===== src/rtl/uart_transmitter.sv =====
// UART transmitter: one byte per valid/ready handshake, sent as start, 8 data bits LSB first, parity, stop.
// The Tx output is registered and changes only on the accept edge or on a bit boundary.
module uart_transmitter #(
  parameter int BAUD_RATE  = 9600,
  parameter int CLOCK_FREQ = 50000000,
  parameter bit PARITY_ODD = 1'b0
) (
  input  logic        clk,
  input  logic        nRst,
  input  logic        enable,
  input  logic [7:0]  data_in,
  input  logic        data_valid,
  output logic        ready,
  output logic        Tx,
  output logic        tx_done,
  output logic        transmitting,
  output logic [3:0]  bits_sent,
  output logic [15:0] BAUD_counter
);

  localparam int          CLKS_PER_BIT = CLOCK_FREQ / BAUD_RATE;
  localparam logic [15:0] LAST_CNT     = 16'(CLKS_PER_BIT - 1);

  typedef enum logic [2:0] {IDLE, START, DATA, PARITY, STOP} state_t;

  state_t      state_q, state_d;
  logic [15:0] cnt_q, cnt_d;
  logic [8:0]  shreg_q, shreg_d;
  logic [3:0]  bits_q, bits_d;
  logic        tx_q, tx_d;
  logic        done_q, done_d;
  logic        wrap;

  assign wrap = (cnt_q == LAST_CNT);

  always_comb begin
    state_d = state_q;
    cnt_d   = cnt_q;
    shreg_d = shreg_q;
    bits_d  = bits_q;
    tx_d    = tx_q;
    done_d  = 1'b0;
    if (enable) begin
      if (state_q == IDLE) begin
        if (data_valid) begin
          shreg_d = {^data_in ^ PARITY_ODD, data_in};
          cnt_d   = '0;
          bits_d  = '0;
          tx_d    = 1'b0;
          state_d = START;
        end
      end else begin
        cnt_d = wrap ? 16'd0 : cnt_q + 16'd1;
        if (wrap) begin
          case (state_q)
            START: begin
              tx_d    = shreg_q[0];
              state_d = DATA;
            end
            // Next bit on the line is shreg_q[1]; after the 8th data bit that is the parity bit.
            DATA: begin
              shreg_d = {1'b0, shreg_q[8:1]};
              tx_d    = shreg_q[1];
              bits_d  = bits_q + 4'd1;
              if (bits_q == 4'd7) state_d = PARITY;
            end
            PARITY: begin
              bits_d  = 4'd9;
              tx_d    = 1'b1;
              state_d = STOP;
            end
            STOP: begin
              bits_d  = '0;
              done_d  = 1'b1;
              state_d = IDLE;
            end
            default: state_d = IDLE;
          endcase
        end
      end
    end
  end

  always_ff @(posedge clk) begin
    if (!nRst) begin
      state_q <= IDLE;
      cnt_q   <= '0;
      shreg_q <= '0;
      bits_q  <= '0;
      tx_q    <= 1'b1;
      done_q  <= 1'b0;
    end else begin
      state_q <= state_d;
      cnt_q   <= cnt_d;
      shreg_q <= shreg_d;
      bits_q  <= bits_d;
      tx_q    <= tx_d;
      done_q  <= done_d;
    end
  end

  assign ready        = (state_q == IDLE);
  assign transmitting = (state_q != IDLE);
  assign Tx           = tx_q;
  assign tx_done      = done_q;
  assign bits_sent    = bits_q;
  assign BAUD_counter = cnt_q;

endmodule

===== config.mk =====
export PLATFORM = sky130hd
export DESIGN_NAME = uart_transmitter
export DESIGN_NICKNAME = d
export VERILOG_FILES = /design/src/rtl/uart_transmitter.sv
export SDC_FILE = /design/constraint.sdc
export NUM_CORES = 1
export LEC_CHECK = 0
export CAP_MARGIN = 20
export CORE_MARGIN = 10
export CORE_UTILIZATION = 56
export CTS_BUF_LIST = sky130_fd_sc_hd__clkbuf_16
export CTS_CLUSTER_DIAMETER = 120
export CTS_CLUSTER_SIZE = 40
export DETAILED_ROUTE_END_ITERATION = 8
export PLACE_DENSITY_LB_ADDON = 0.3
export SYNTH_ARGS = -nofsm -noshare
export SYNTH_HDL_FRONTEND = slang
export SYNTH_SLANG_ARGS = --single-unit

===== constraint.sdc =====
create_clock -name clk -period 5 [get_ports clk]
set_input_delay 0.75 -clock clk [delete_from_list [all_inputs] [get_ports clk]]
set_output_delay 0.75 -clock clk [all_outputs]
set_load 0.01 [all_outputs]

==> Yosys cells after proc, flatten, opt, wreduce, memory -nomap -nowiden <==
Index checks and enable logic that the tools add are counted.
{ "totals": {"wordCells": 53, "ff_bits": 34, "output_inout_bits": 24, "input_bits": 12} }
{ "op_classes": {"add_sub_neg": 2, "muxes": 21, "n_eq_ne": 8, "reduce_logical": 13, "n_bitwise": 3} }
{ "op_table": {"columns": ["operator", "count"], "rows": [
  ["16-bit 2-to-1 mux", 3],
  ["9-bit 2-to-1 mux", 4],
  ["16-bit by 1-bit adder with 16-bit output (second input constant)", 1],
  ["16-bit by 13-bit equality test with 1-bit output (second input constant)", 1],
  ["4-bit AND reduction", 4],
  ["3-bit 2-to-1 mux", 4],
  ["4-bit 2-to-1 mux", 3],
  ["4-bit one-hot mux with 3 select lines", 1],
  ["3-bit one-hot mux with 3 select lines", 1],
  ["4-bit nonzero test", 2],
  ["8-bit parity", 1],
  ["3-bit by 2-bit equality test with 1-bit output (second input constant)", 2],
  ["4-bit by 1-bit adder with 4-bit output (second input constant)", 1],
  ["4-bit by 3-bit equality test with 1-bit output (second input constant)", 1],
  ["1-bit 2-to-1 mux", 4],
  ["2-bit nonzero test", 2],
  ["4-bit OR reduction", 1],
  ["3-bit by 1-bit equality test with 1-bit output (second input constant)", 1],
  ["3-bit equality test (second input constant)", 1],
  ["3-bit zero test", 1],
  ["3-bit inequality test (second input constant)", 1],
  ["1-bit NOT", 3],
  ["1-bit one-hot mux with 3 select lines", 1],
  ["3-bit nonzero test", 1],
  ["2 further kinds", 2]
]} }

==> Longest topological paths before layout <==
Gate-level depths: netlist of the first run.
{ "logic_depth": {"word_depth": 5, "depth_mapped": 7, "depth_no_buf": 6} }

==> Worst setup path after synthesis of the first run <==
No wires, ideal clock.
{ "synth_timing": {"path_type": "reg2out", "startpoint": "register state_q[2]", "endpoint": "output transmitting", "n_path_buf": 0, "setup_slack_ns": 3.056, "required_ns": 4.250, "path_stages_with_launch": 4, "arrival_time_ns": 1.194, "path_cell_list": "dfxtp_1 -> or2_2 -> nor2_1 -> inv_2"} }
{ "synth_via": {"elab_chain_len": 1} }
{ "synth_rtl": {"columns": ["element", "line_no", "rtl"], "rows": [
  ["start, declared", "26", "state_t state_q, state_d;"],
  ["start signal, assigned", "93", "state_q <= state_d;"],
  ["3-bit nonzero test", "103", "assign transmitting = (state_q != IDLE);"],
  ["end, declared", "16", "output logic transmitting,"]
]} }
No other way between the ends.

==> Final worst setup path of the first run <==
{ "layout_timing": {"startpoint": "register state_q[1]", "endpoint": "output transmitting"} }
Same word-level chain as after synthesis.

==> results of run 1 <==
metrics by stage:
step / total power [W] / std cells / setup WS (ps) / cell area [µm²]
2_1_floorplan: 0.000411 / 221 / 3060 / 1900
3_3_place_gp: 0.000453 / 291 / 2240 / 2260
3_5_place_dp: 0.000456 / 291 / 2180 / 2260
6_report: 0.000737 / 299 / 1910 / 2390
4_1_cts: 0.000739 / 299 / 1910 / 2390
5_1_grt: 0.000768 / 299 / 1730 / 2390
synth_stat cells (all sizes together):
cell | number | area, µm²
nand4 | 6 | 43.8
clkbuf | 7 | 26.3
o21ai | 7 | 35.0
nand2b | 1 | 6.26
mux2 | 1 | 11.3
buf | 5 | 31.3
and4b | 2 | 20.0
nor4 | 3 | 33.8
inv | 5 | 18.8
a31oi | 9 | 56.3
o211ai | 2 | 15.0
nand2 | 23 | 86.3
or3 | 4 | 26.3
o21ba | 1 | 10.0
o31ai | 1 | 7.51
nor4b | 1 | 23.8
xor2 | 4 | 35.0
a21oi | 7 | 38.8
dfxtp | 34 | 681
ha | 2 | 25.0
nand4b | 2 | 17.5
o21a | 1 | 7.51
and3b | 1 | 8.76
and4 | 1 | 10.0
a311oi | 1 | 8.76
a211oi | 9 | 85.1
nor2 | 23 | 88.8
nor3b | 1 | 7.51
nor3 | 11 | 60.1
o22ai | 1 | 6.26
or4b | 1 | 10.0
o2111ai | 1 | 8.76
mux2i | 10 | 100
o311ai | 2 | 17.5
nand3 | 13 | 65.1
o41ai | 2 | 36.3
or2 | 1 | 6.26
nand3b | 5 | 37.5
nor2b | 1 | 6.26
xnor2 | 9 | 78.8
worst paths after layout:
path	end	slack [ps]	from	cells past startpoint
setup / recovery	transmitting	1910	state_q[1]	3
hold / removal	shreg_q[8]	480	shreg_q[8]	2
setup reg to reg	BAUD_counter[3]	2500	state_q[1]	5
hold reg to reg	shreg_q[8]	480	shreg_q[8]	2
final cells by class:
| type | count | area, µm² | share of cell area |
|---|---|---|---|
| multi-input cells | 170 | 1140 | 0.477 |
| flip-flops and latches | 34 | 681 | 0.285 |
| repair buffers | 36 | 358 | 0.150 |
| clock buffers | 5 | 125 | 0.0523 |
| well taps | 46 | 57.6 | 0.0241 |
| inverters | 5 | 18.8 | 0.00785 |
| clock inverters | 3 | 11.3 | 0.00471 |
power by group:
group | switching (W) | leakage (nW) | internal [W]
clock network | 0.000107 | 0.0663 | 0.000179
registers | 0.0000215 | 0.276 | 0.000289
logic | 0.0000770 | 0.391 | 0.0000633
metal layers:
metal	vias up	part of all wire	routed length (µm)	global-route usage
li1	883	-	-	-
met1	855	0.45	2040	0.187
met2	66	0.47	2140	0.243
met3	5	0.077	352	0.0478
met4	0	0.0092	42	0.0556
met5	-	0	0	0
worst max-delay path, stage by stage, from the launching register on:
cell and delay, ps:
sky130_fd_sc_hd__dfxtp_1 990, sky130_fd_sc_hd__nor2_1 310, sky130_fd_sc_hd__inv_2 190, sky130_fd_sc_hd__clkdlybuf4s50_1 560
flip-flops by register name, summed over array words and instances, names as in the netlist:
signal        flops
shreg_q           9
Tx                1
bits_sent         4
tx_done           1
state_q           3
BAUD_counter     16
logic make-up (layout without fill, tap and decap cells):
kind of cell | Yosys count | in the layout | share of synthesized area
DFF | 34 | 34 | 0.359
buffers and inverters | 17 | 49 | 0.0402
xor gates and xnor gates | 13 | 13 | 0.0600
adders and majority gates | 2 | 2 | 0.0132
and+or+nand+nor | 100 | 100 | 0.294
AOI/OAI and AO/OA | 44 | 44 | 0.175
muxes | 11 | 11 | 0.0587
==> impl_results.html, run 1 <==
<table>
<tr><th>Metric</th><th>Value</th></tr>
<tr><th colspan="2">Finish</th></tr>
<tr><td>Commonest cells after routing, fill and taps aside</td><td>sky130_fd_sc_hd__clkdlybuf4s50_1, sky130_fd_sc_hd__dfxtp_1, sky130_fd_sc_hd__nand2_1, sky130_fd_sc_hd__nor2_1, sky130_fd_sc_hd__nand3_1</td></tr>
<tr><td>Fillcell total</td><td>roughly 260</td></tr>
<tr><td>Share of the core filled with cells</td><td>0.723</td></tr>
<tr><td>Fraction of final layout cells sized beyond drive strength 1</td><td>0.0830</td></tr>
<tr><td>Area growth syn-to-layout</td><td>26.0%</td></tr>
<tr><td>Leading cell type in the layout, fill and taps excluded</td><td>sky130_fd_sc_hd__clkdlybuf4s50_1</td></tr>
<tr><td>Layout net count</td><td>approximately 270</td></tr>
<tr><td>Antenna fix cells</td><td>0</td></tr>
<tr><th colspan="2">Place</th></tr>
<tr><td>RePlAce Congestion</td><td>0.836</td></tr>
<tr><td>HPWL after detailed placement</td><td>3290 µm</td></tr>
<tr><td>Number of I/O port buffers</td><td>35</td></tr>
<tr><th colspan="2">Floorplanning</th></tr>
<tr><td>Total number of placement rows</td><td>21</td></tr>
<tr><td>Core Footprint</td><td>approximately 3300 µm²</td></tr>
<tr><td>Die Outline Area</td><td>around 6100 µm²</td></tr>
<tr><td>Initial Utilization</td><td>0.573</td></tr>
<tr><td>Die Y</td><td>just under 80 µm</td></tr>
<tr><td>Width of the die</td><td>78.2 µm</td></tr>
<tr><td>Number of top-level pins</td><td>36</td></tr>
<tr><th colspan="2">Setup path</th></tr>
<tr><td>Worst-path maximum fanout</td><td>25</td></tr>
<tr><td>Setup crit end kind</td><td>primary output</td></tr>
<tr><td>Critical path start-end classification</td><td>reg -&gt; out</td></tr>
<tr><td>Crit path required time</td><td>4250 ps</td></tr>
<tr><td>Type of element launching the critical path</td><td>flip-flop</td></tr>
<tr><td>Data arrival, critical path</td><td>around 2300 ps</td></tr>
<tr><th colspan="2">GRT</th></tr>
<tr><td>Overall track demand over capacity in global routing</td><td>0.152</td></tr>
<tr><td>Total congestion overflow after global routing</td><td>0</td></tr>
<tr><td>Via count of the first global-routing pass</td><td>about 1,700</td></tr>
<tr><td>Maximum number of pins on one net before global-route repair</td><td>26</td></tr>
<tr><td>Antenna violations before repair</td><td>0</td></tr>
<tr><td>Wire length of the first global-routing pass</td><td>roughly 8000 µm</td></tr>
<tr><th colspan="2">Synthesis</th></tr>
<tr><td>Count of different cell masters after synthesis</td><td>52</td></tr>
<tr><td>Average cell area after synthesis</td><td>approximately 8.6 µm²</td></tr>
<tr><td>Warnings, synthesis</td><td>0</td></tr>
<tr><td>Number of nets produced by synthesis</td><td>roughly 240</td></tr>
<tr><td>Flop and latch count out of synthesis</td><td>34</td></tr>
<tr><td>Synth Instances</td><td>221</td></tr>
<tr><td>Portion of the post-synthesis area used by sequential elements</td><td>0.359</td></tr>
<tr><td>Syn Std Cell Area</td><td>between 1500 and 2000 µm²</td></tr>
<tr><th colspan="2">CTS</th></tr>
<tr><td>Cts hold-fix bufs</td><td>0</td></tr>
<tr><td>TritonCTS clock tree</td><td>built</td></tr>
<tr><td>Clock Path Buffers</td><td>2</td></tr>
<tr><td>Clk sinks</td><td>34</td></tr>
<tr><td>Number of gates resized after cts</td><td>0</td></tr>
<tr><td>Max H-tree Level</td><td>2</td></tr>
<tr><td>Reg clk slew, reported paths</td><td>approximately 50 ps</td></tr>
<tr><td>Clock insertion delay at the later pin of the skew report</td><td>about 280 ps</td></tr>
<tr><td>Post-CTS setup buffer count</td><td>0</td></tr>
<tr><td>Root cell of the clock tree</td><td>sky130_fd_sc_hd__clkbuf_16</td></tr>
<tr><td>Number of buffers created by CTS</td><td>5</td></tr>
<tr><th colspan="2">STA</th></tr>
<tr><td>Slew Limit Headroom</td><td>0.314</td></tr>
<tr><td>Post-route minimum period</td><td>roughly 3100 ps</td></tr>
<tr><td>Total count of max-transition violations in the final report</td><td>0</td></tr>
<tr><td>Maximum operating frequency</td><td>0.324 GHz</td></tr>
<tr><td>Setup repair after global routing missed its margin</td><td>false</td></tr>
<tr><td>Total Negative Setup Slacks</td><td>0 ps</td></tr>
<tr><td>Number of hold violations in the final report</td><td>0</td></tr>
<tr><td>Worst-margin pin slew</td><td>1030 ps</td></tr>
<tr><td>Number of failing setup endpoints in the final timing report</td><td>0</td></tr>
<tr><td>Post-route clock period utilization</td><td>0.618</td></tr>
<tr><td>Hold WS</td><td>roughly 480 ps</td></tr>
<tr><td>Worst clock skew</td><td>3.71 ps</td></tr>
<tr><th colspan="2">Detailed routing</th></tr>
<tr><td>Detailed-route wire length per cell</td><td>approximately 15 µm</td></tr>
<tr><td>Detailed router's first-iteration violation count</td><td>between 200 and 250</td></tr>
<tr><td>Final Routed Wirelength</td><td>~4600 µm</td></tr>
<tr><td>Detail Route Antenna Nets</td><td>0</td></tr>
<tr><td>Via total after detailed routing</td><td>between 1,500 and 2,000</td></tr>
<tr><td>Routed vias/inst</td><td>about 6</td></tr>
<tr><td>First-pass DRT Iterations</td><td>4</td></tr>
<tr><td>Number of design rule violations left after detail routing</td><td>0</td></tr>
<tr><th colspan="2">Flow run</th></tr>
<tr><td>Reported max-cap violation count</td><td>0</td></tr>
<tr><th colspan="2">Min path</th></tr>
<tr><td>HP Class</td><td>reg -&gt; reg</td></tr>
<tr><th colspan="2">Run status</th></tr>
<tr><td>Run status</td><td>finished clean</td></tr>
<tr><th colspan="2">Pwr</th></tr>
<tr><td>Worst-case vdd ir drop</td><td>between 0.2 and 0.3 mV</td></tr>
<tr><td>Power per cell area</td><td>308 nW/µm²</td></tr>
<tr><td>Leakage power of the design</td><td>about 0.73 nW</td></tr>
</table>
(Power assumes the default switching activity.)
==> run 2, diff against run 1 <==
- CORE_UTILIZATION: 56 -> 52
- clock period: 5 -> 3.1 ns (I/O delays scaled with it)
==> run 2 against run 1 <==
Compared with the run above: register-to-register slack got worse by 1700 ps; non-clock buffer count rose by 3; clock power rose by 63%; global-route usage barely moved; final cell count rose by 1.0%; combinational power rose by 69%; sequential cell count did not move; first-iteration DRC count fell by 18%; final area rose by 0.99%; worst hold slack improved by 20 ps; total power rose by 63%; count of clock-buffer cells in the layout did not move; largest cell class unchanged; largest power group unchanged.
==> impl_results.html, run 2 (synthesized netlist as in run 1, its figures left out) <==
<table>
<tr><th>Metric</th><th>Value</th></tr>
<tr><th colspan="2">Pwr</th></tr>
<tr><td>Power per cell area</td><td>496 nW/µm² (was 308 nW/µm²)</td></tr>
<tr><td>Worst-case vdd ir drop</td><td>0.286 mV (was 0.250 mV)</td></tr>
<tr><td>Total power consumption of the routed design</td><td>0.00120 W (was 0.000737 W)</td></tr>
<tr><td>Leakage power of the design</td><td>0.754 nW (was 0.733 nW)</td></tr>
<tr><th colspan="2">Run status</th></tr>
<tr><td>Run status</td><td>finished clean (unchanged)</td></tr>
<tr><th colspan="2">Finish</th></tr>
<tr><td>Commonest cells after routing, fill and taps aside</td><td>sky130_fd_sc_hd__clkdlybuf4s50_1, sky130_fd_sc_hd__dfxtp_1, sky130_fd_sc_hd__nand2_1, sky130_fd_sc_hd__nor2_1, sky130_fd_sc_hd__nand3_1 (unchanged)</td></tr>
<tr><td>Max reg flops</td><td>16 (unchanged)</td></tr>
<tr><td>Multi-input logic area</td><td>1140 µm² (unchanged)</td></tr>
<tr><td>Fillcell total</td><td>280 (was 263)</td></tr>
<tr><td>Antenna fix cells</td><td>0 (unchanged)</td></tr>
<tr><td>Reg area</td><td>681 µm² (unchanged)</td></tr>
<tr><td>Layout net count</td><td>269 (was 266)</td></tr>
<tr><td>Fraction of final layout cells sized beyond drive strength 1</td><td>0.0977 (was 0.0830)</td></tr>
<tr><td>Leading cell type in the layout, fill and taps excluded</td><td>sky130_fd_sc_hd__clkdlybuf4s50_1 (unchanged)</td></tr>
<tr><td>Share of the core filled with cells</td><td>0.702 (was 0.723)</td></tr>
<tr><td>Area growth syn-to-layout</td><td>27.3% (was 26.0%)</td></tr>
<tr><th colspan="2">STA</th></tr>
<tr><td>Post-route clock period utilization</td><td>0.852</td></tr>
<tr><td>Total Negative Setup Slacks</td><td>0 ps (unchanged)</td></tr>
<tr><td>Maximum operating frequency</td><td>0.379 GHz</td></tr>
<tr><td>Number of hold violations in the final report</td><td>0 (unchanged)</td></tr>
<tr><td>Total count of max-transition violations in the final report</td><td>0 (unchanged)</td></tr>
<tr><td>Post-route minimum period</td><td>around 2600 ps</td></tr>
<tr><td>Worst clock skew</td><td>3.88 ps (was 3.71 ps)</td></tr>
<tr><td>Number of failing setup endpoints in the final timing report</td><td>0 (unchanged)</td></tr>
<tr><td>Slew Limit Headroom</td><td>0.512 (was 0.314)</td></tr>
<tr><td>Setup repair after global routing missed its margin</td><td>false (unchanged)</td></tr>
<tr><td>Worst-margin pin slew</td><td>731 ps (was 1030 ps)</td></tr>
<tr><th colspan="2">Flow run</th></tr>
<tr><td>Reported max-cap violation count</td><td>0 (unchanged)</td></tr>
<tr><th colspan="2">Setup path</th></tr>
<tr><td>Data arrival, critical path</td><td>2180 ps (was 2340 ps)</td></tr>
<tr><td>Sum of buffers and inverters on the critical path</td><td>2 (unchanged)</td></tr>
<tr><td>CP max stage cell</td><td>sky130_fd_sc_hd__clkdlybuf4s50_1 (was sky130_fd_sc_hd__dfxtp_1)</td></tr>
<tr><td>Worst R2R End</td><td>shreg_q[4] (was BAUD_counter[3])</td></tr>
<tr><td>Worst-case register-to-register setup slack</td><td>810 ps (was 2500 ps)</td></tr>
<tr><td>Cells along the critical path</td><td>or2_2, nor2_1, inv_2, clkdlybuf4s50_1 (was nor2_1, inv_2, clkdlybuf4s50_1)</td></tr>
<tr><td>Reg-to-Reg Start</td><td>BAUD_counter[0] (was state_q[1])</td></tr>
<tr><td>Max incr delay on CP</td><td>510 ps (was 990 ps)</td></tr>
<tr><td>Worst-path maximum fanout</td><td>12 (was 25)</td></tr>
<tr><td>Critical path start-end classification</td><td>reg -&gt; out (unchanged)</td></tr>
<tr><td>Setup crit end kind</td><td>primary output (unchanged)</td></tr>
<tr><td>Type of element launching the critical path</td><td>flip-flop (unchanged)</td></tr>
<tr><td>Crit path required time</td><td>2630 ps (was 4250 ps)</td></tr>
<tr><td>Reg2Reg Depth</td><td>6 (was 5)</td></tr>
<tr><td>Cell family contributing the most delay on the critical path</td><td>simple AND/OR/NAND/NOR gates (was flip-flops)</td></tr>
<tr><th colspan="2">GRT</th></tr>
<tr><td>Overall track demand over capacity in global routing</td><td>0.152 (about the same)</td></tr>
<tr><td>Antenna violations before repair</td><td>0 (unchanged)</td></tr>
<tr><td>Maximum number of pins on one net before global-route repair</td><td>22 (was 26)</td></tr>
<tr><td>Wire length of the first global-routing pass</td><td>8040 µm (was 7830 µm)</td></tr>
<tr><td>Total congestion overflow after global routing</td><td>0 (unchanged)</td></tr>
<tr><td>Via count of the first global-routing pass</td><td>1,722 (was 1,708)</td></tr>
<tr><th colspan="2">CTS</th></tr>
<tr><td>TritonCTS clock tree</td><td>built (unchanged)</td></tr>
<tr><td>Number of gates resized after cts</td><td>0 (unchanged)</td></tr>
<tr><td>Cts hold-fix bufs</td><td>0 (unchanged)</td></tr>
<tr><td>Clock insertion delay at the later pin of the skew report</td><td>280 ps (about the same)</td></tr>
<tr><td>Root cell of the clock tree</td><td>sky130_fd_sc_hd__clkbuf_16 (unchanged)</td></tr>
<tr><td>Reg clk slew, reported paths</td><td>50 ps (about the same)</td></tr>
<tr><td>Max H-tree Level</td><td>2 (unchanged)</td></tr>
<tr><td>Clk sinks</td><td>34 (unchanged)</td></tr>
<tr><td>Clock Path Buffers</td><td>2 (unchanged)</td></tr>
<tr><td>Post-CTS setup buffer count</td><td>0 (unchanged)</td></tr>
<tr><td>Number of buffers created by CTS</td><td>5 (unchanged)</td></tr>
<tr><th colspan="2">Floorplanning</th></tr>
<tr><td>Number of top-level pins</td><td>36 (unchanged)</td></tr>
<tr><td>Die Y</td><td>80.4 µm (was 78.2 µm)</td></tr>
<tr><td>Total number of placement rows</td><td>21 (unchanged)</td></tr>
<tr><td>Initial Utilization</td><td>0.551 (was 0.573)</td></tr>
<tr><td>Core Footprint</td><td>3440 µm² (was 3310 µm²)</td></tr>
<tr><td>Die Outline Area</td><td>6470 µm² (was 6120 µm²)</td></tr>
<tr><td>Width of the die</td><td>80.4 µm (was 78.2 µm)</td></tr>
<tr><th colspan="2">Min path</th></tr>
<tr><td>Worst Hold Launch</td><td>BAUD_counter[1] (was shreg_q[8])</td></tr>
<tr><td>Endpoint of the worst hold-timing path</td><td>BAUD_counter[1] (was shreg_q[8])</td></tr>
<tr><td>HP Class</td><td>reg -&gt; reg (unchanged)</td></tr>
<tr><td>Cell depth of the worst min-delay path</td><td>2 (unchanged)</td></tr>
<tr><th colspan="2">Detailed routing</th></tr>
<tr><td>Detail Route Antenna Nets</td><td>0 (unchanged)</td></tr>
<tr><td>Routed vias/inst</td><td>5.83 (was 6.05)</td></tr>
<tr><td>Detailed router's first-iteration violation count</td><td>168 (was 205)</td></tr>
<tr><td>Final Routed Wirelength</td><td>4650 µm (was 4570 µm)</td></tr>
<tr><td>Detailed-route wire length per cell</td><td>15.4 µm (was 15.3 µm)</td></tr>
<tr><td>Routed metal-1 wire length</td><td>2110 µm (was 2040 µm)</td></tr>
<tr><td>Met3 wire len</td><td>338 µm (was 352 µm)</td></tr>
<tr><td>Via total after detailed routing</td><td>1,762 (was 1,809)</td></tr>
<tr><td>Length of routed met2 wiring</td><td>2090 µm (was 2140 µm)</td></tr>
<tr><td>Highest routed layer</td><td>met4 (unchanged)</td></tr>
<tr><td>Number of design rule violations left after detail routing</td><td>0 (unchanged)</td></tr>
<tr><td>First-pass DRT Iterations</td><td>4 (unchanged)</td></tr>
<tr><th colspan="2">Place</th></tr>
<tr><td>RePlAce Congestion</td><td>0.803 (was 0.836)</td></tr>
<tr><td>Number of I/O port buffers</td><td>35 (unchanged)</td></tr>
<tr><td>HPWL after detailed placement</td><td>3270 µm (was 3290 µm)</td></tr>
</table>
==> run 2: cell types whose count changed in the layout (fill, tap and decap cells not counted) <==
cell,before,now
sky130_fd_sc_hd__buf_4,1,4
sky130_fd_sc_hd__clkinv_1,3,1
sky130_fd_sc_hd__clkinv_2,0,1
sky130_fd_sc_hd__inv_1,4,5
==> run 2: cell type report <==
class / count / share of cell area
tap: 46 / 0.0238
timing repair buffer: 39 / 0.157
sequential: 34 / 0.282
inverter: 5 / 0.00777
multi-input combinational: 170 / 0.472
clock inverter: 3 / 0.00518
clock buffer: 5 / 0.0518
==> run 2: worst reg2reg max path, cell delays in order, from the launching register on <==
cell	delay [ps]
sky130_fd_sc_hd__dfxtp_1	380
sky130_fd_sc_hd__ha_1	270
sky130_fd_sc_hd__and4b_1	260
sky130_fd_sc_hd__nand4_2	250
sky130_fd_sc_hd__a211oi_4	710
sky130_fd_sc_hd__nor2_1	90
sky130_fd_sc_hd__a211oi_1	240
==> run 2: power by group <==
part / switching [W] / total [W] / internal [W]
registers: 0.0000298 / 0.000496 / 0.000466
logic: 0.000130 / 0.000236 / 0.000106
clock network: 0.000177 / 0.000467 / 0.000290
==> run 2: stage by stage <==
| stage | cell area [µm²] | hold WS (ps) | setup slack [ps] | instances |
|---|---|---|---|---|
| CTS | 2420 | 498 | 453 | 302 |
| global route | 2420 | 516 | 358 | 302 |
| floorplan | 1900 | 446 | 1160 | 221 |
| detailed placement | 2280 | 483 | 620 | 294 |
| finish | 2420 | 497 | 458 | 302 |
| global placement | 2280 | 460 | 722 | 294 |
==> run 2: metal layers <==
layer  up-vias  track usage
li1        884            -
met1       817        0.188
met2        50        0.235
met3        11       0.0434
met4         0       0.0722
met5         -            0
==> run 2: worst max-delay path by stage <==
stage	end	startpoint	slack [ps]	cells past startpoint
finish	transmitting	state_q[2]	460	4
global route	transmitting	state_q[2]	360	4
CTS	transmitting	state_q[2]	450	4
detailed placement	shreg_q[6]	enable	620	6
global placement	shreg_q[2]	enable	720	6
floorplan	shreg_q[7]	BAUD_counter[0]	1160	7
==> run 3, diff against run 2 <==
- CORE_MARGIN: 10 -> not set
- HOLD_SLACK_MARGIN: not set -> 0.12
==> run 3 against run 2 <==
Compared with the run above: global-route usage increased by 9.4 points; routed wire length shrank 5.7%; die area shrank 40%; total power barely moved; worst hold slack better by 1.2 ps; critical endpoint unchanged.
==> impl_results.html, run 3 (synthesized netlist as in run 1, its figures left out) <==
<table>
<tr><th>Metric</th><th>Value</th></tr>
<tr><th colspan="2">Run status</th></tr>
<tr><td>Run status</td><td>finished clean (unchanged)</td></tr>
<tr><th colspan="2">Finish</th></tr>
<tr><td>Antenna fix cells</td><td>0 (unchanged)</td></tr>
<tr><td>Fillcell total</td><td>288 (was 280)</td></tr>
<tr><td>Layout net count</td><td>268 (was 269)</td></tr>
<tr><td>Non-Filler Instances</td><td>301 (was 302)</td></tr>
<tr><td>Finished Cell Area</td><td>2410 µm² (was 2420 µm²)</td></tr>
<tr><td>Leading cell type in the layout, fill and taps excluded</td><td>sky130_fd_sc_hd__clkdlybuf4s50_1 (unchanged)</td></tr>
<tr><td>Commonest cells after routing, fill and taps aside</td><td>sky130_fd_sc_hd__clkdlybuf4s50_1, sky130_fd_sc_hd__dfxtp_1, sky130_fd_sc_hd__nand2_1, sky130_fd_sc_hd__nor2_1, sky130_fd_sc_hd__nand3_1 (unchanged)</td></tr>
<tr><td>Max reg flops</td><td>16 (unchanged)</td></tr>
<tr><td>Fraction of final layout cells sized beyond drive strength 1</td><td>0.0941 (was 0.0977)</td></tr>
<tr><td>Area growth syn-to-layout</td><td>26.9% (was 27.3%)</td></tr>
<tr><th colspan="2">Detailed routing</th></tr>
<tr><td>Detailed-route wire length per cell</td><td>14.6 µm (was 15.4 µm)</td></tr>
<tr><td>Number of design rule violations left after detail routing</td><td>0 (unchanged)</td></tr>
<tr><td>Routed vias/inst</td><td>5.91 (was 5.83)</td></tr>
<tr><td>Via total after detailed routing</td><td>1,780 (was 1,762)</td></tr>
<tr><td>Final Routed Wirelength</td><td>4380 µm (was 4650 µm)</td></tr>
<tr><td>First-pass DRT Iterations</td><td>4 (unchanged)</td></tr>
<tr><td>Detailed router's first-iteration violation count</td><td>166 (was 168)</td></tr>
<tr><td>Detail Route Antenna Nets</td><td>0 (unchanged)</td></tr>
<tr><th colspan="2">STA</th></tr>
<tr><td>Worst clock skew</td><td>4.53 ps (was 3.88 ps)</td></tr>
<tr><td>Final setup slack of the worst path</td><td>452 ps (was 458 ps)</td></tr>
<tr><td>Number of hold violations in the final report</td><td>0 (unchanged)</td></tr>
<tr><td>Hold WS</td><td>498 ps (was 497 ps)</td></tr>
<tr><td>Total Negative Setup Slacks</td><td>0 ps (unchanged)</td></tr>
<tr><td>Setup repair after global routing missed its margin</td><td>false (unchanged)</td></tr>
<tr><td>Slew Limit Headroom</td><td>0.503 (was 0.512)</td></tr>
<tr><td>Post-route clock period utilization</td><td>0.854 (was 0.852)</td></tr>
<tr><td>Worst-margin pin slew</td><td>744 ps (was 731 ps)</td></tr>
<tr><td>Number of failing setup endpoints in the final timing report</td><td>0 (unchanged)</td></tr>
<tr><td>Maximum operating frequency</td><td>0.378 GHz (was 0.379 GHz)</td></tr>
<tr><td>Total count of max-transition violations in the final report</td><td>0 (unchanged)</td></tr>
<tr><td>Post-route minimum period</td><td>2650 ps (was 2640 ps)</td></tr>
<tr><th colspan="2">Place</th></tr>
<tr><td>Worst Setup Slack post-DPL</td><td>601 ps (was 620 ps)</td></tr>
<tr><td>HPWL after detailed placement</td><td>3000 µm (was 3270 µm)</td></tr>
<tr><td>Placed cells</td><td>293 (was 294)</td></tr>
<tr><td>Number of I/O port buffers</td><td>35 (unchanged)</td></tr>
<tr><td>RePlAce Congestion</td><td>0.858 (was 0.803)</td></tr>
<tr><td>Post-place instance area</td><td>2270 µm² (was 2280 µm²)</td></tr>
<tr><th colspan="2">Min path</th></tr>
<tr><td>HP Class</td><td>reg -&gt; reg (unchanged)</td></tr>
<tr><th colspan="2">CTS</th></tr>
<tr><td>TritonCTS clock tree</td><td>built (unchanged)</td></tr>
<tr><td>Number of buffers created by CTS</td><td>5 (unchanged)</td></tr>
<tr><td>Reg clk slew, reported paths</td><td>50 ps (about the same)</td></tr>
<tr><td>Post-CTS setup buffer count</td><td>0 (unchanged)</td></tr>
<tr><td>Clk sinks</td><td>34 (unchanged)</td></tr>
<tr><td>Clock insertion delay at the later pin of the skew report</td><td>280 ps (about the same)</td></tr>
<tr><td>Clock Path Buffers</td><td>2 (unchanged)</td></tr>
<tr><td>Root cell of the clock tree</td><td>sky130_fd_sc_hd__clkbuf_16 (unchanged)</td></tr>
<tr><td>Number of gates resized after cts</td><td>0 (unchanged)</td></tr>
<tr><td>Cts hold-fix bufs</td><td>0 (unchanged)</td></tr>
<tr><td>Max H-tree Level</td><td>2 (unchanged)</td></tr>
<tr><th colspan="2">Floorplanning</th></tr>
<tr><td>Initial Utilization</td><td>0.556 (was 0.551)</td></tr>
<tr><td>Die Outline Area</td><td>3900 µm² (was 6470 µm²)</td></tr>
<tr><td>Width of the die</td><td>62.4 µm (was 80.4 µm)</td></tr>
<tr><td>Die Y</td><td>62.4 µm (was 80.4 µm)</td></tr>
<tr><td>Core Footprint</td><td>3420 µm² (was 3440 µm²)</td></tr>
<tr><td>Total number of placement rows</td><td>21 (unchanged)</td></tr>
<tr><td>Number of top-level pins</td><td>36 (unchanged)</td></tr>
<tr><th colspan="2">GRT</th></tr>
<tr><td>Routing usage on met2</td><td>0.404 (was 0.235)</td></tr>
<tr><td>Via count of the first global-routing pass</td><td>1,633 (was 1,722)</td></tr>
<tr><td>Total congestion overflow after global routing</td><td>0 (unchanged)</td></tr>
<tr><td>Met1 usage in global routing</td><td>0.317 (was 0.188)</td></tr>
<tr><td>Highest-utilization routing layer at the global route stage</td><td>met2 (unchanged)</td></tr>
<tr><td>Antenna violations before repair</td><td>0 (unchanged)</td></tr>
<tr><td>Met3 usage</td><td>0.0420 (was 0.0434)</td></tr>
<tr><td>Maximum number of pins on one net before global-route repair</td><td>23 (was 22)</td></tr>
<tr><td>Wire length of the first global-routing pass</td><td>7640 µm (was 8040 µm)</td></tr>
<tr><td>Overall track demand over capacity in global routing</td><td>0.246 (was 0.152)</td></tr>
<tr><th colspan="2">Setup path</th></tr>
<tr><td>Cells along the critical path</td><td>or2_2, nor2_1, inv_2, clkdlybuf4s50_1 (unchanged)</td></tr>
<tr><td>Max incr delay on CP</td><td>510 ps (about the same)</td></tr>
<tr><td>Crit path required time</td><td>2630 ps (about the same)</td></tr>
<tr><td>Data arrival, critical path</td><td>2180 ps (about the same)</td></tr>
<tr><td>Type of element launching the critical path</td><td>flip-flop (unchanged)</td></tr>
<tr><td>Critical path start-end classification</td><td>reg -&gt; out (unchanged)</td></tr>
<tr><td>Worst-path maximum fanout</td><td>12 (unchanged)</td></tr>
<tr><td>Setup crit end kind</td><td>primary output (unchanged)</td></tr>
<tr><td>CP max stage cell</td><td>sky130_fd_sc_hd__clkdlybuf4s50_1 (unchanged)</td></tr>
<tr><th colspan="2">Pwr</th></tr>
<tr><td>Worst-case vdd ir drop</td><td>0.329 mV (was 0.286 mV)</td></tr>
<tr><td>Leakage power of the design</td><td>0.750 nW (was 0.754 nW)</td></tr>
<tr><td>Power per cell area</td><td>498 nW/µm² (was 496 nW/µm²)</td></tr>
<tr><th colspan="2">Flow run</th></tr>
<tr><td>Reported max-cap violation count</td><td>0 (unchanged)</td></tr>
</table>
[run 3: changes by cell type in the layout (fill, tap and decap cells not counted), sizes merged]
cell and delta:
buf -1
[run 3: where the power goes]
part	switching [W]	total, W	leakage [nW]	internal [W]
logic	0.000132	0.000236	0.401	0.000104
registers	0.0000292	0.000495	0.276	0.000466
clock network	0.000177	0.000467	0.0724	0.000290
[run 3: cell type report]
cell class | instances | area (µm²) | share of cell area
multi-input cells | 170 | 1140 | 0.474
flip-flops and latches | 34 | 681 | 0.283
repair buffers | 38 | 373 | 0.155
clock buffers | 5 | 125 | 0.0519
well taps | 46 | 57.6 | 0.0239
inverters | 5 | 18.8 | 0.00779
clock inverters | 3 | 12.5 | 0.00519
[run 3: final timing paths]
path / startpoint / to / slack (ps) / depth (start not counted)
max: state_q[2] / transmitting / 450 / 4
min: BAUD_counter[1] / BAUD_counter[1] / 500 / 2
max reg2reg: BAUD_counter[0] / shreg_q[0] / 810 / 6
min reg2reg: BAUD_counter[1] / BAUD_counter[1] / 500 / 2
[run 3: metrics by stage]
| stage | util | power [W] |
|---|---|---|
| detailed placement | 0.665 | 0.000739 |
| CTS | 0.705 | 0.00120 |
| finish | 0.705 | 0.00120 |
| global route | 0.705 | 0.00125 |
| floorplan | - | 0.000663 |
| global placement | 0.665 | 0.000729 |
[run 3: routing by layer]
metal  vias up  part of all wire
li1        881                 -
met4         0             0.015
met3         8             0.051
met5         -                 0
met1       840              0.45
met2        51              0.48
[run 3: worst max-delay path: cells and delay by family (launching register included)]
family | cells | cell delay, ps
and+or+nand+nor | 2 | 820
buffers and inverters | 2 | 660
DFF | 1 | 430
